[src/rtl/dht11_pkg.sv]
// dht11_pkg: DHT11 responder states and default protocol timing in microseconds
package dht11_pkg;
    typedef enum logic [2:0] {
        IDLE, START, DELAY, RSP_LO, RSP_HI, BIT_LO, BIT_HI, END_LO
    } dht11_state_t;
    localparam int DEF_CCL_SZ         = 50;
    localparam int DEF_BYTE_SZ        = 8;
    localparam int DEF_DATA_SZ        = 40;
    localparam int DEF_VALUE_SZ       = 16;
    localparam int DEF_T_START_MIN_US = 18000;
    localparam int DEF_T_WAIT_US      = 30;
    localparam int DEF_T_RSP_LO_US    = 80;
    localparam int DEF_T_RSP_HI_US    = 80;
    localparam int DEF_T_BIT_LO_US    = 50;
    localparam int DEF_T_ZERO_HI_US   = 26;
    localparam int DEF_T_ONE_HI_US    = 70;
endpackage

[src/rtl/dht11_emu_us_tick.sv]
// us_tick: CCL_SZ-cycle prescaler emitting a one-cycle tick per microsecond
//   clk  : system clock
//   rst  : synchronous active-high reset
//   clr  : synchronous restart of the microsecond period
//   tick : high for the last cycle of every microsecond
module us_tick #(
    parameter int CCL_SZ = 50
) (
    input  logic clk,
    input  logic rst,
    input  logic clr,
    output logic tick
);
    localparam int W = $clog2(CCL_SZ + 1);
    logic [W-1:0] cnt;
    assign tick = cnt == W'(CCL_SZ - 1);
    always_ff @(posedge clk)
        if (rst || clr || tick) cnt <= '0;
        else cnt <= cnt + 1'b1;
endmodule

[src/rtl/dht11_emu.sv]
// dht11_emu: DHT11 sensor emulator driving response preamble and 40-bit frame open-drain
//   CLK, RST       : clock, synchronous active-high reset
//   I_HUM, I_TEMP  : {integer, decimal} values latched at start accept
//   I_DHT11        : asynchronous data line sample
//   O_DHT11_OE     : 1 pulls the line low, 0 releases
//   O_BUSY         : high from start accept through end of frame
//   O_DONE, O_ERR  : one-cycle pulses on frame complete / too-short host start
//   I_CORRUPT      : only with DHT11_EMU_CHK_ERR_EN; inverts the sent checksum
module dht11_emu
    import dht11_pkg::*;
#(
    parameter int CCL_SZ         = DEF_CCL_SZ,
    parameter int BYTE_SZ        = DEF_BYTE_SZ,
    parameter int DATA_SZ        = DEF_DATA_SZ,
    parameter int VALUE_SZ       = DEF_VALUE_SZ,
    parameter int T_START_MIN_US = DEF_T_START_MIN_US,
    parameter int T_WAIT_US      = DEF_T_WAIT_US,
    parameter int T_RSP_LO_US    = DEF_T_RSP_LO_US,
    parameter int T_RSP_HI_US    = DEF_T_RSP_HI_US,
    parameter int T_BIT_LO_US    = DEF_T_BIT_LO_US,
    parameter int T_ZERO_HI_US   = DEF_T_ZERO_HI_US,
    parameter int T_ONE_HI_US    = DEF_T_ONE_HI_US
) (
    input  logic                CLK,
    input  logic                RST,
    input  logic [VALUE_SZ-1:0] I_HUM,
    input  logic [VALUE_SZ-1:0] I_TEMP,
    input  logic                I_DHT11,
    output logic                O_DHT11_OE,
    output logic                O_BUSY,
    output logic                O_DONE,
    output logic                O_ERR
`ifdef DHT11_EMU_CHK_ERR_EN
    ,
    input  logic                I_CORRUPT
`endif
);
    localparam int IW = $clog2(DATA_SZ);
    dht11_state_t       state, next;
    logic [2:0]         sync;
    logic               rise, fall, tick, clr, done_t, start_ok, latch;
    logic [15:0]        us, dur;
    logic [IW-1:0]      idx;
    logic [DATA_SZ-1:0] frame;
    logic [BYTE_SZ-1:0] chk, chk_tx;

    // sync[1:0] is the synchronizer, sync[2] the edge register
    assign rise     = sync[1] & ~sync[2];
    assign fall     = ~sync[1] & sync[2];
    // restarting the timebase on every state change makes an N us state exactly N*CCL_SZ cycles
    assign clr      = next != state;
    assign start_ok = us >= 16'(T_START_MIN_US);
    assign latch    = state == START && rise && start_ok;
    assign done_t   = tick && us == dur - 16'd1;
    assign chk      = I_HUM[2*BYTE_SZ-1:BYTE_SZ] + I_HUM[BYTE_SZ-1:0]
                    + I_TEMP[2*BYTE_SZ-1:BYTE_SZ] + I_TEMP[BYTE_SZ-1:0];
`ifdef DHT11_EMU_CHK_ERR_EN
    assign chk_tx   = chk ^ {BYTE_SZ{I_CORRUPT}};
`else
    assign chk_tx   = chk;
`endif
    assign dur = state == DELAY  ? 16'(T_WAIT_US)
               : state == RSP_LO ? 16'(T_RSP_LO_US)
               : state == RSP_HI ? 16'(T_RSP_HI_US)
               : state == BIT_HI ? (frame[idx] ? 16'(T_ONE_HI_US) : 16'(T_ZERO_HI_US))
               : 16'(T_BIT_LO_US);

    us_tick #(.CCL_SZ(CCL_SZ)) u_tick (.clk(CLK), .rst(RST), .clr(clr), .tick(tick));

    always_ff @(posedge CLK) begin
        sync <= RST ? '1 : {sync[1:0], I_DHT11};
        // the START count saturates so an arbitrarily long hold stays a valid start
        if (RST || clr) us <= '0;
        else if (tick && !(state == START && start_ok)) us <= us + 16'd1;
        if (RST) begin
            frame <= '0;
            idx   <= '0;
        end else if (latch) begin
            frame <= {I_HUM, I_TEMP, chk_tx};
            idx   <= IW'(DATA_SZ - 1);
        end else if (state == BIT_HI && done_t && idx != '0) begin
            idx   <= idx - 1'b1;
        end
    end

    always_ff @(posedge CLK)
        state <= RST ? IDLE : next;

    always_comb begin
        next = state;
        case (state)
            IDLE:    if (fall) next = START;
            START:   if (rise) next = start_ok ? DELAY : IDLE;
            DELAY:   if (done_t) next = RSP_LO;
            RSP_LO:  if (done_t) next = RSP_HI;
            RSP_HI:  if (done_t) next = BIT_LO;
            BIT_LO:  if (done_t) next = BIT_HI;
            BIT_HI:  if (done_t) next = idx == '0 ? END_LO : BIT_LO;
            END_LO:  if (done_t) next = IDLE;
            default: next = IDLE;
        endcase
    end

    always_comb begin
        O_DHT11_OE = state inside {RSP_LO, BIT_LO, END_LO};
        O_BUSY     = !(state inside {IDLE, START});
        O_DONE     = state == END_LO && done_t;
        O_ERR      = state == START && rise && !start_ok;
    end
endmodule

[config.mk]
export PLATFORM = sky130hd
export DESIGN_NAME = dht11_emu
export DESIGN_NICKNAME = d
export VERILOG_FILES = /design/src/rtl/dht11_pkg.sv /design/src/rtl/dht11_emu_us_tick.sv /design/src/rtl/dht11_emu.sv
export SDC_FILE = /design/constraint.sdc
export NUM_CORES = 1
export LEC_CHECK = 0
export ABC_AREA = 1
export CORE_UTILIZATION = 55
export CTS_BUF_LIST = sky130_fd_sc_hd__clkbuf_8 sky130_fd_sc_hd__clkbuf_16
export CTS_CLUSTER_SIZE = 20
export DETAILED_ROUTE_END_ITERATION = 10
export GPL_ROUTABILITY_DRIVEN = 0
export GPL_TIMING_DRIVEN = 0
export PLACE_DENSITY = 0.75
export SLEW_MARGIN = 20
export SYNTH_ARGS = -nofsm -noshare
export SYNTH_HDL_FRONTEND = slang
export SYNTH_SLANG_ARGS = --single-unit
[constraint.sdc]
create_clock -name CLK -period 3.5 [get_ports CLK]
set_clock_uncertainty 0.05 [all_clocks]
set_input_delay 0.7 -clock CLK [delete_from_list [all_inputs] [get_ports CLK]]
set_output_delay 0.7 -clock CLK [all_outputs]
set_load 0.1 [all_outputs]
Yosys cells after proc, flatten, opt, wreduce, memory -nomap -nowiden
Cells that the tools add are included.
{ "word_totals": {"register_bits": 74, "in_bits": 35, "wordCells": 71} }
{ "op_classes": {"n_addsub": 7, "magnitude_cmp": 2, "n_eq_ne": 10, "mux": 20, "bitwise_logic": 4, "n_reduce_logical": 21} }
{ "ops": {"columns": ["op", "count"], "rows": [
  ["7-bit two-way mux", 5],
  ["8-bit adder", 3],
  ["3-bit two-way mux", 8],
  ["3-bit one-hot mux with 8 select lines", 1],
  ["16-bit by 1-bit adder with 16-bit output, second input constant", 1],
  ["16-bit == test", 1],
  ["16-bit by 15-bit greater-or-equal comparator with 1-bit output, second input constant", 1],
  ["16-bit by 1-bit subtractor with 16-bit output, second input constant", 1],
  ["3-bit == test, second input constant", 4],
  ["6-bit two-way mux", 2],
  ["1-bit logical AND", 9],
  ["6-bit by 7-bit < comparator with 1-bit output, second input constant", 1],
  ["6-bit by 1-bit adder with 6-bit output, second input constant", 1],
  ["1-bit binary-select mux with 6-bit select", 1],
  ["3-bit by 2-bit == test with 1-bit output, second input constant", 2],
  ["6-bit == test, second input constant", 1],
  ["6-bit zero test", 1],
  ["6-bit nonzero test", 1],
  ["6-bit by 1-bit subtractor with 6-bit output, second input constant", 1],
  ["2-bit two-way mux", 2],
  ["2-bit nonzero test", 2],
  ["3-bit by 1-bit == test with 1-bit output, second input constant", 1],
  ["1-bit zero test", 3],
  ["3-bit zero test", 1],
  ["7 further kinds", 10]
]} }

Depth between registers and ports, before layout
Gate-level depths: netlist (run 1).
{ "depth": {"word_depth": 15, "depth_mapped": 30, "depth_no_buf": 27} }

Hierarchy
A second synthesis (run 1) with hierarchy kept.
{ "hier_totals": {"cells_unflattened": 624, "hier_area_um2": 4484.3} }
{ "modules_own_cells": {"columns": ["module", "n_inst", "cells_per_inst", "area_each_um2"], "rows": [
  ["dht11_emu", 1, 590, 4201.5],
  ["us_tick", 1, 34, 282.8]
]} }

Least setup slack after synthesis (run 1)
OpenSTA, ideal clock, no wires.
{ "synth_path": {"path_kind": "register -> output", "from": "reg idx[0]", "to": "out O_DONE", "t_arrival_ps": 3667, "slack_ps": -917, "stages_incl_launch_ff": 22, "n_path_buf": 2, "path_cell_list": "dfxtp_1 buf_6 inv_2 buf_6 nand2_1 nand3_1 nand2_1 nand2_1 nand2_1 inv_1 nand2_1 nand2_1 nand3_2 o21ai_0 ha_1 xor2_1 nand4_1 nor4_1 nand3_1 nor2_2 nand4_1 nor2_1"} }
{ "synth_via": {"elab_chain_len": 11} }
{ "synth_rtl": {"columns": ["item", "line_no", "text"], "rows": [
  ["from (decl)", "dht11_emu.sv:43", "logic [IW-1:0] idx;"],
  ["from (signal assigned)", "dht11_emu.sv:80", "idx <= IW'(DATA_SZ - 1);"],
  ["from (signal assigned)", "dht11_emu.sv:82", "idx <= idx - 1'b1;"],
  ["1-bit binary-select mux with 6-bit select", "dht11_emu.sv:65", ": state == BIT_HI ? (frame[idx] ? 16'(T_ONE_HI_US) : 16'(T_ZERO_HI_US))"],
  ["1-bit two-way mux (implied by the code)", "dht11_emu.sv:65", null],
  ["7-bit two-way mux (2 in a row)", "dht11_emu.sv:65", null],
  ["7-bit two-way mux", "dht11_emu.sv:64", ": state == RSP_HI ? 16'(T_RSP_HI_US)"],
  ["7-bit two-way mux", "dht11_emu.sv:63", ": state == RSP_LO ? 16'(T_RSP_LO_US)"],
  ["7-bit two-way mux", "dht11_emu.sv:62", "assign dur = state == DELAY ? 16'(T_WAIT_US)"],
  ["16-bit by 1-bit subtractor with 16-bit output", "dht11_emu.sv:54", "assign done_t = tick && us == dur - 16'd1;"],
  ["16-bit == test", "dht11_emu.sv:54", null],
  ["1-bit logical AND", "dht11_emu.sv:54", null],
  ["1-bit logical AND", "dht11_emu.sv:107", "O_DONE = state == END_LO && done_t;"],
  ["to (decl)", "dht11_emu.sv:31", "output logic O_DONE,"]
]} }
No other way between the ends. The select of a mux whose other input is x is not followed.

Worst setup path in the final report (run 1)
Ends and elaborated chain as after synthesis.

==> summary.txt, run 1 <==
Cells and area
  – Fill cell count: 601
  – ANT cells: 0
  – Nets@finish: 748
  – Area Growth Syn to Fin: 25.3%
  – Final Cell Area: 5520 µm²
  – Share of layout cells above drive strength 1: 13.2%
  – Area of the multi-input gates: 2580 µm²
  – Layout Utilization: 71.4%
  – Seq. cell area: 1480 µm²

Routing
  – DRC viols: 0
  – Via/cell ratio: 5.47
  – Drt initial violations: 360
  – Post-route ant nets: 0
  – Routed WL: 12000 µm
  – DRT Pass-1 Iters: 5
  – Mean routed wirelength per cell: 15.1 µm
  – DR vias: 4329

CTS
  – CTS sink count: 74
  – Worst-path clk slew: 0.08 ns
  – Clk buf depth: 2
  – Total CTS buffers: 9
  – CTS tree: built
  – CTS root buf: clkbuf_8
  – CTS H-tree lvls: 3
  – Clk_lat worst skew: 0.36 ns

Global routing
  – Vias in the first global route: 4110
  – Total GRT Usage: 29.3%
  – First-pass GRT wire length: 19200 µm
  – Largest net degree at the start of global routing: 14
  – Initial antenna violation count: 0
  – GRT overflow: 0

STA
  – Period utilization: 118%
  – Max Slew Vio Count: 0
  – Relative slew slack: 35.7%
  – Min cycle time layout: 4.12 ns
  – Final hold viol count: 0
  – Worst-Margin Slew: 0.962 ns
  – Final worst setup slack: -0.617 ns
  – Max Freq: 0.243 GHz
  – Final setup vio count: 27
  – WHS: 0.363 ns
  – RSZ-0062 raised after global routing: true

Placed design
  – Hpwl dp: 8350 µm
  – Worst slack at placement: -1.36 ns
  – Dpl cell area: 4920 µm²
  – IO Port Bufs: 38

Floorplanning
  – Rows: 32
  – Die Span X: 91.5 µm
  – Initial Utilization: 57.0%
  – Core box area: 7730 µm²
  – Io pins: 39
  – DIE AREA: 8370 µm²
  – Die height: 91.5 µm

Logic synthesis
  – Number of flops mapped to enable cells by yosys: 0
  – Synth top area cells: dfxtp_1 34%, nand2_1 8.2%, inv_1 7.7%, nor2_1 6.7%, fa_1 6.4%
  – Seq cells post-synth: 74
  – Post-Synthesis Cells: 618
  – Most used DFF post-synth: dfxtp_1
  – Synth area leader: dfxtp_1
  – Synth Net Count: 681
  – Area share of the largest cell type after synthesis: 33.6%
  – Syn avg cell area: 7.12 µm²
  – Post-synthesis sequential area ratio: 33.6%
  – Cell area after synthesis: 4400 µm²
  – Top post-synthesis cells by count: 96 x nand2_1, 90 x inv_1, 79 x nor2_1, 74 x dfxtp_1, 52 x o21ai_0
  – Yosys warns: 0
  – Most frequent cell after synthesis: nand2_1
  – Cell variety after synth: 35
  – FFs w/ async S/R, synth: 0%

Outcome
  – Failing checks: negative setup slack
  – Status: complete, but fails checks

Critical path
  – Crit start category: register
  – Path depth of the worst reg2reg path: 29
  – Slowest cell on the critical path: dfxtp_2
  – CP endpoint kind: output port
  – Worst Path Arrival: 3.37 ns
  – WP data required: 2.75 ns
  – Crit-path cells: buf_8 -> inv_6 -> buf_6 -> nand2_2 -> nand3_2 -> nand2_1 -> nand2_1 -> nand2_1 -> inv_2 -> nand2_2 -> nand2_2 -> nand3_4 -> o21ai_4 -> ha_4 -> xor2_2 -> nand4_1 -> nor4_2 -> nand3_1 -> nor2_2 -> nand4_1 -> nor2_4 -> buf_12
  – Crit path largest cell delay: 0.34 ns
  – CP max FO: 7
  – WS Path Type: register to output port

Power
  – Seq pwr share: 43.6%
  – Peak supply drop: 0.222 mV
  – Leak: 0.00240 µW
  – Sw Share: 26.7%
  – Sw power: 521 µW
  – Logic pwr share: 17.0%
  – Power Density: 354 nW/µm²
  – Internal Power: 1430 µW
  – Clock share of power: 39.4%

Worst hold path
  – Worst hold path depth: 1
  – Hold Crit Class: register to register

Run
  – Max_cap viols: 0
-- worst max-delay path: cells and delay by family (launching register included) --
family	cells	cell delay [ns]
AOI/OAI and AO/OA	1	0.07
xor gates and xnor gates	1	0.16
adders and majority gates	1	0.30
buffers and inverters	5	0.54
DFF	1	0.34
and+or+nand+nor	14	1.61
-- registers in the layout, indices dropped and copies added (netlist names) --
register / flops
frame: 40
u_tick.cnt: 6
us: 16
sync: 3
state: 3
idx: 6
-- per-stage QoR --
| step | setup TNS (ns) | instances | total power, µW |
|---|---|---|---|
| 3_5_place_dp | -3.23 | 758 | 1170 |
| 3_3_place_gp | -3.33 | 758 | 1160 |
| 6_report | -4.28 | 792 | 1950 |
| 2_1_floorplan | -0.204 | 618 | 1060 |
| 5_1_grt | -9.13 | 792 | 2020 |
| 4_1_cts | -2.40 | 787 | 1950 |
-- worst paths after layout --
| check | slack [ns] | endpoint | start |
|---|---|---|---|
| worst max-delay path | -0.62 | O_DONE | idx[0] |
| worst min register to register | 0.36 | sync[1] | sync[0] |
| worst max register to register | -0.23 | us[14] | idx[0] |
| worst min-delay path | 0.36 | sync[1] | sync[0] |
-- area by class of cell --
type | count | share of cell area (%)
multi-input cells | 429 | 46.7
flip-flops and latches | 74 | 26.9
repair buffers | 56 | 11.0
inverters | 94 | 6.49
plain buffers | 21 | 2.54
clock buffers | 10 | 2.49
well taps | 102 | 2.31
clock inverters | 6 | 1.61
-- power groups by stage --
stage          Combinational (µW)  Clock [µW]  Sequential (µW)
2_1_floorplan                 192           0              870
3_3_place_gp                  285           0              871
3_5_place_dp                  297           0              871
4_1_cts                       327         771              851
5_1_grt                       368         805              852
6_report                      332         768              851
-- cells in the final DEF, fill, tap and decap left out, drive strengths merged, types with 2 or more instances in the layout --
master         netlist  final
and3                 2      2
ha                  14     14
xnor2                7      7
fa                  14     14
and2                 2      2
nor3                 5      5
xor2                25     25
nand2              101    101
bufinv               0      2
nor2                91     91
dfxtp               74     74
nand3               48     48
nand4               11     11
clkinvlp             0      2
clkbuf              14     25
inv                 94     95
clkdlybuf4s50        0     36
o21ai               56     56
nor4                 3      3
or2                  3      3
a21oi               39     39
buf                  7     25
-- metal layers --
metal	up-vias	routed length [µm]	GRT usage (%)
li1	2096	-	-
met3	32	788	6.37
met5	-	0	0
met4	0	243	9.39
met1	2029	5140	37.6
met2	172	5790	48.7
-- cell families after synthesis --
group	after synthesis	share of synthesized area, %
AOI/OAI and AO/OA	101	11.8
xor gates and xnor gates	32	6.37
and+or+nand+nor	267	27.1
other	1	0.0852
DFF	74	33.6
buffers and inverters	115	10.7
adders and majority gates	28	10.3
-- what timing repair did --
action / 4_1_cts / 5_1_grt
setup endpoints to repair: 28 / 34
gates cloned: 2 / 1
pin swaps: 11 / 15
setup buffers: 11 / 4
resized for setup: 30 / 25
hold buffers: 0 / 0
Note: power is estimated with default switching activity, not from simulation.
==> run 2: changes to the inputs <==
--- a/config.mk
+++ b/config.mk
@@ -6,6 +6,7 @@
 export NUM_CORES = 1
 export LEC_CHECK = 0
 export ABC_AREA = 1
+export CORE_MARGIN = 4
 export CORE_UTILIZATION = 55
 export CTS_BUF_LIST = sky130_fd_sc_hd__clkbuf_8 sky130_fd_sc_hd__clkbuf_16
 export CTS_CLUSTER_SIZE = 20
==> summary.txt, run 2 (synthesis results as in run 1) <==
Critical path
  – Top delay family on crit path: simple AND/OR/NAND/NOR gates (unchanged)
  – Path depth of the worst reg2reg path: 29 (unchanged)
  – CP endpoint kind: output port (unchanged)
  – Capture point of the worst path: O_DONE (unchanged)
  – Slowest cell on the critical path: dfxtp_2 (unchanged)
  – R2R Path Start: idx[0] (unchanged)
  – Crit start category: register (unchanged)
  – WP data required: 2.75 ns (about the same)
  – Crit-path cells: buf_12 -> inv_8 -> buf_8 -> nand2_1 -> nand3_2 -> nand2_1 -> nand2_1 -> nand2_1 -> inv_1 -> nand2_1 -> nand2_2 -> nand3_2 -> o21ai_2 -> ha_4 -> xor2_2 -> nand4_1 -> nor4_2 -> nand3_1 -> nor2_2 -> nand4_1 -> nor2_4 -> buf_12 (was buf_8 -> inv_6 -> buf_6 -> nand2_2 -> nand3_2 -> nand2_1 -> nand2_1 -> nand2_1 -> inv_2 -> nand2_2 -> nand2_2 -> nand3_4 -> o21ai_4 -> ha_4 -> xor2_2 -> nand4_1 -> nor4_2 -> nand3_1 -> nor2_2 -> nand4_1 -> nor2_4 -> buf_12)
  – WS Path Type: register to output port (unchanged)
  – Crit path largest cell delay: 0.33 ns (was 0.34 ns)
  – Reg-to-reg critical path endpoint: us[14] (unchanged)
  – WP buf/inv: 5 (unchanged)
  – Crit-path most repeated cell: nand2_1
  – Reg2Reg Setup Slack: -0.14 ns (was -0.23 ns)
  – CP Launch Point: idx[0] (unchanged)
  – Worst Path Arrival: 3.39 ns (was 3.37 ns)
  – CP max FO: 6 (was 7)
  – Levels on crit path: 22 (unchanged)

Power
  – Power Density: 331 nW/µm² (was 354 nW/µm²)
  – Logic pwr share: 18.0% (was 17.0%)
  – Peak supply drop: 0.245 mV (was 0.222 mV)
  – Sw Share: 27.7% (was 26.7%)
  – Clock share of power: 36.1% (was 39.4%)
  – Leak: 0.00239 µW (was 0.00240 µW)
  – Seq pwr share: 45.9% (was 43.6%)
  – Internal Power: 1340 µW (was 1430 µW)
  – Sw power: 514 µW (was 521 µW)

Floorplanning
  – Die Span X: 97.5 µm (was 91.5 µm)
  – Rows: 32 (unchanged)
  – DIE AREA: 9500 µm² (was 8370 µm²)
  – Core box area: 7770 µm² (was 7730 µm²)
  – Io pins: 39 (unchanged)
  – Initial Utilization: 56.7% (was 57.0%)
  – Die height: 97.5 µm (was 91.5 µm)

STA
  – Max Slew Vio Count: 0 (unchanged)
  – WHS: 0.364 ns (was 0.363 ns)
  – RSZ-0062 raised after global routing: true (unchanged)
  – Min cycle time layout: 4.14 ns (was 4.12 ns)
  – Period utilization: 118% (about the same)
  – Final worst setup slack: -0.639 ns (was -0.617 ns)
  – Final setup vio count: 23 (was 27)
  – Relative slew slack: 35.0% (was 35.7%)
  – Max Freq: 0.242 GHz (was 0.243 GHz)
  – Setup_tns: -2.50 ns (was -4.28 ns)
  – Final hold viol count: 0 (unchanged)
  – Worst-Margin Slew: 0.972 ns (was 0.962 ns)

Routing
  – DR vias: 4329 (unchanged)
  – Max Used Layer: met4 (unchanged)
  – Metal2 WL: 5760 µm (was 5790 µm)
  – Post-route ant nets: 0 (unchanged)
  – Metal3 WL: 802 µm (was 788 µm)
  – Via/cell ratio: 5.45 (was 5.47)
  – DRC viols: 0 (unchanged)
  – DRT Pass-1 Iters: 5 (unchanged)
  – Drt initial violations: 340 (was 360)
  – M1 WL: 5040 µm (was 5140 µm)
  – Mean routed wirelength per cell: 15.1 µm (about the same)
  – Routed WL: 12000 µm (about the same)

Worst hold path
  – Hold Crit Class: register to register (unchanged)

Cells and area
  – Share of layout cells above drive strength 1: 15.6% (was 13.2%)
  – Area of the multi-input gates: 2640 µm² (was 2580 µm²)
  – Biggest regs: frame x40, us x16 (unchanged)
  – Area Growth Syn to Fin: 27.2% (was 25.3%)
  – ANT cells: 0 (unchanged)
  – Nets@finish: 751 (was 748)
  – Most common cell after layout, fill and taps aside: inv_1 (was nand2_1)
  – Commonest cells after routing, fill and taps aside: 90 x inv_1, 84 x nand2_1, 74 x nor2_1, 73 x dfxtp_1, 46 x o21ai_0 (was 90 x nand2_1, 88 x inv_1, 77 x nor2_1, 73 x dfxtp_1, 48 x o21ai_0)
  – Fill cell count: 614 (was 601)
  – Max reg flops: 40 (unchanged)
  – Register with the most flip-flops: frame (unchanged)
  – Seq. cell area: 1480 µm² (unchanged)

CTS
  – CTS root buf: clkbuf_8 (unchanged)
  – CTS sink count: 74 (unchanged)
  – CTS H-tree lvls: 3 (unchanged)
  – CTS Hold Buffers Added: 0 (unchanged)
  – Clk buf depth: 2 (unchanged)
  – Worst-path clk slew: 0.08 ns (about the same)
  – Total CTS buffers: 9 (unchanged)
  – Clk_lat worst skew: 0.36 ns (about the same)
  – CTS tree: built (unchanged)

Global routing
  – First-pass GRT wire length: 20100 µm (was 19200 µm)
  – Largest net degree at the start of global routing: 14 (unchanged)
  – Total GRT Usage: 26.1% (was 29.3%)
  – Initial antenna violation count: 0 (unchanged)
  – GRT overflow: 0 (unchanged)
  – Vias in the first global route: 4302 (was 4110)

Placed design
  – Hpwl dp: 8470 µm (was 8350 µm)
  – Worst slack at placement: -1.43 ns (was -1.36 ns)
  – IO Port Bufs: 38 (unchanged)

Run
  – Max_cap viols: 0 (unchanged)

Outcome
  – Status: complete, but fails checks (unchanged)
  – Failing checks: negative setup slack (unchanged)
[run 2: cell types whose count changed in the layout (fill, tap and decap cells not counted), sizes merged]
cell / previous run / this run
buf: 25 / 28
clkbuf: 25 / 23
clkinv: 1 / 3
bufinv: 2 / 1
dlygate4sd2: 0 / 1
dlymetal6s2s: 1 / 0
nor2: 91 / 92
[run 2: timing repair]
item / in CTS / in global routing
setup buffers: 24 / 1
endpoints found under the setup margin: 28 / 33
gates resized for setup: 56 / 21
cloned: 3 / 1
pin swaps: 19 / 16
[run 2: how the worst min path moves through the flow]
stage | from | to | slack [ns] | depth (start not counted)
floorplan | sync[0] | sync[1] | 0.34 | 1
global placement | sync[0] | sync[1] | 0.34 | 1
detailed placement | sync[0] | sync[1] | 0.35 | 1
CTS | sync[0] | sync[1] | 0.37 | 1
global route | sync[0] | sync[1] | 0.38 | 1
finish | sync[0] | sync[1] | 0.36 | 1
[run 2: power by group through the flow]
stage,Sequential (µW),Combinational [µW],Clock (µW)
after floorplan,870,192,0
after global placement,870,284,0
after detailed placement,871,293,0
after CTS,851,328,677
after global routing,852,372,715
final,851,334,669
[run 2: worst register-to-register path: cells and delay by family (launching register included)]
family	cells	cell delay (ns)
xor gates and xnor gates	1	0.15
DFF	1	0.33
and+or+nand+nor	17	1.69
AOI/OAI and AO/OA	1	0.18
adders and majority gates	1	0.23
buffers and inverters	9	0.92
[run 2: area by class of cell]
class,instances,share of cell area [%]
well taps,102,2.28
clock buffers,9,2.21
clock inverters,7,1.27
plain buffers,21,2.79
inverters,94,6.43
multi-input cells,430,47.1
repair buffers,58,11.5
flip-flops and latches,74,26.5
[run 2: stage by stage]
stage | std cells | util, % | cell area [µm²] | total power, µW
final | 795 | 72.1 | 5600 | 1850
after global routing | 795 | 72.1 | 5600 | 1940
after global placement | 758 | 63.4 | 4920 | 1150
after CTS | 793 | 70.8 | 5500 | 1860
after floorplan | 618 | - | 4420 | 1060
after detailed placement | 758 | 63.4 | 4920 | 1160
[run 2: layer usage]
layer | global-route usage (%) | up-vias
li1 | - | 2108
met1 | 32.3 | 2028
met2 | 43.7 | 161
met3 | 5.53 | 32
met4 | 11.6 | 0
met5 | 0 | -
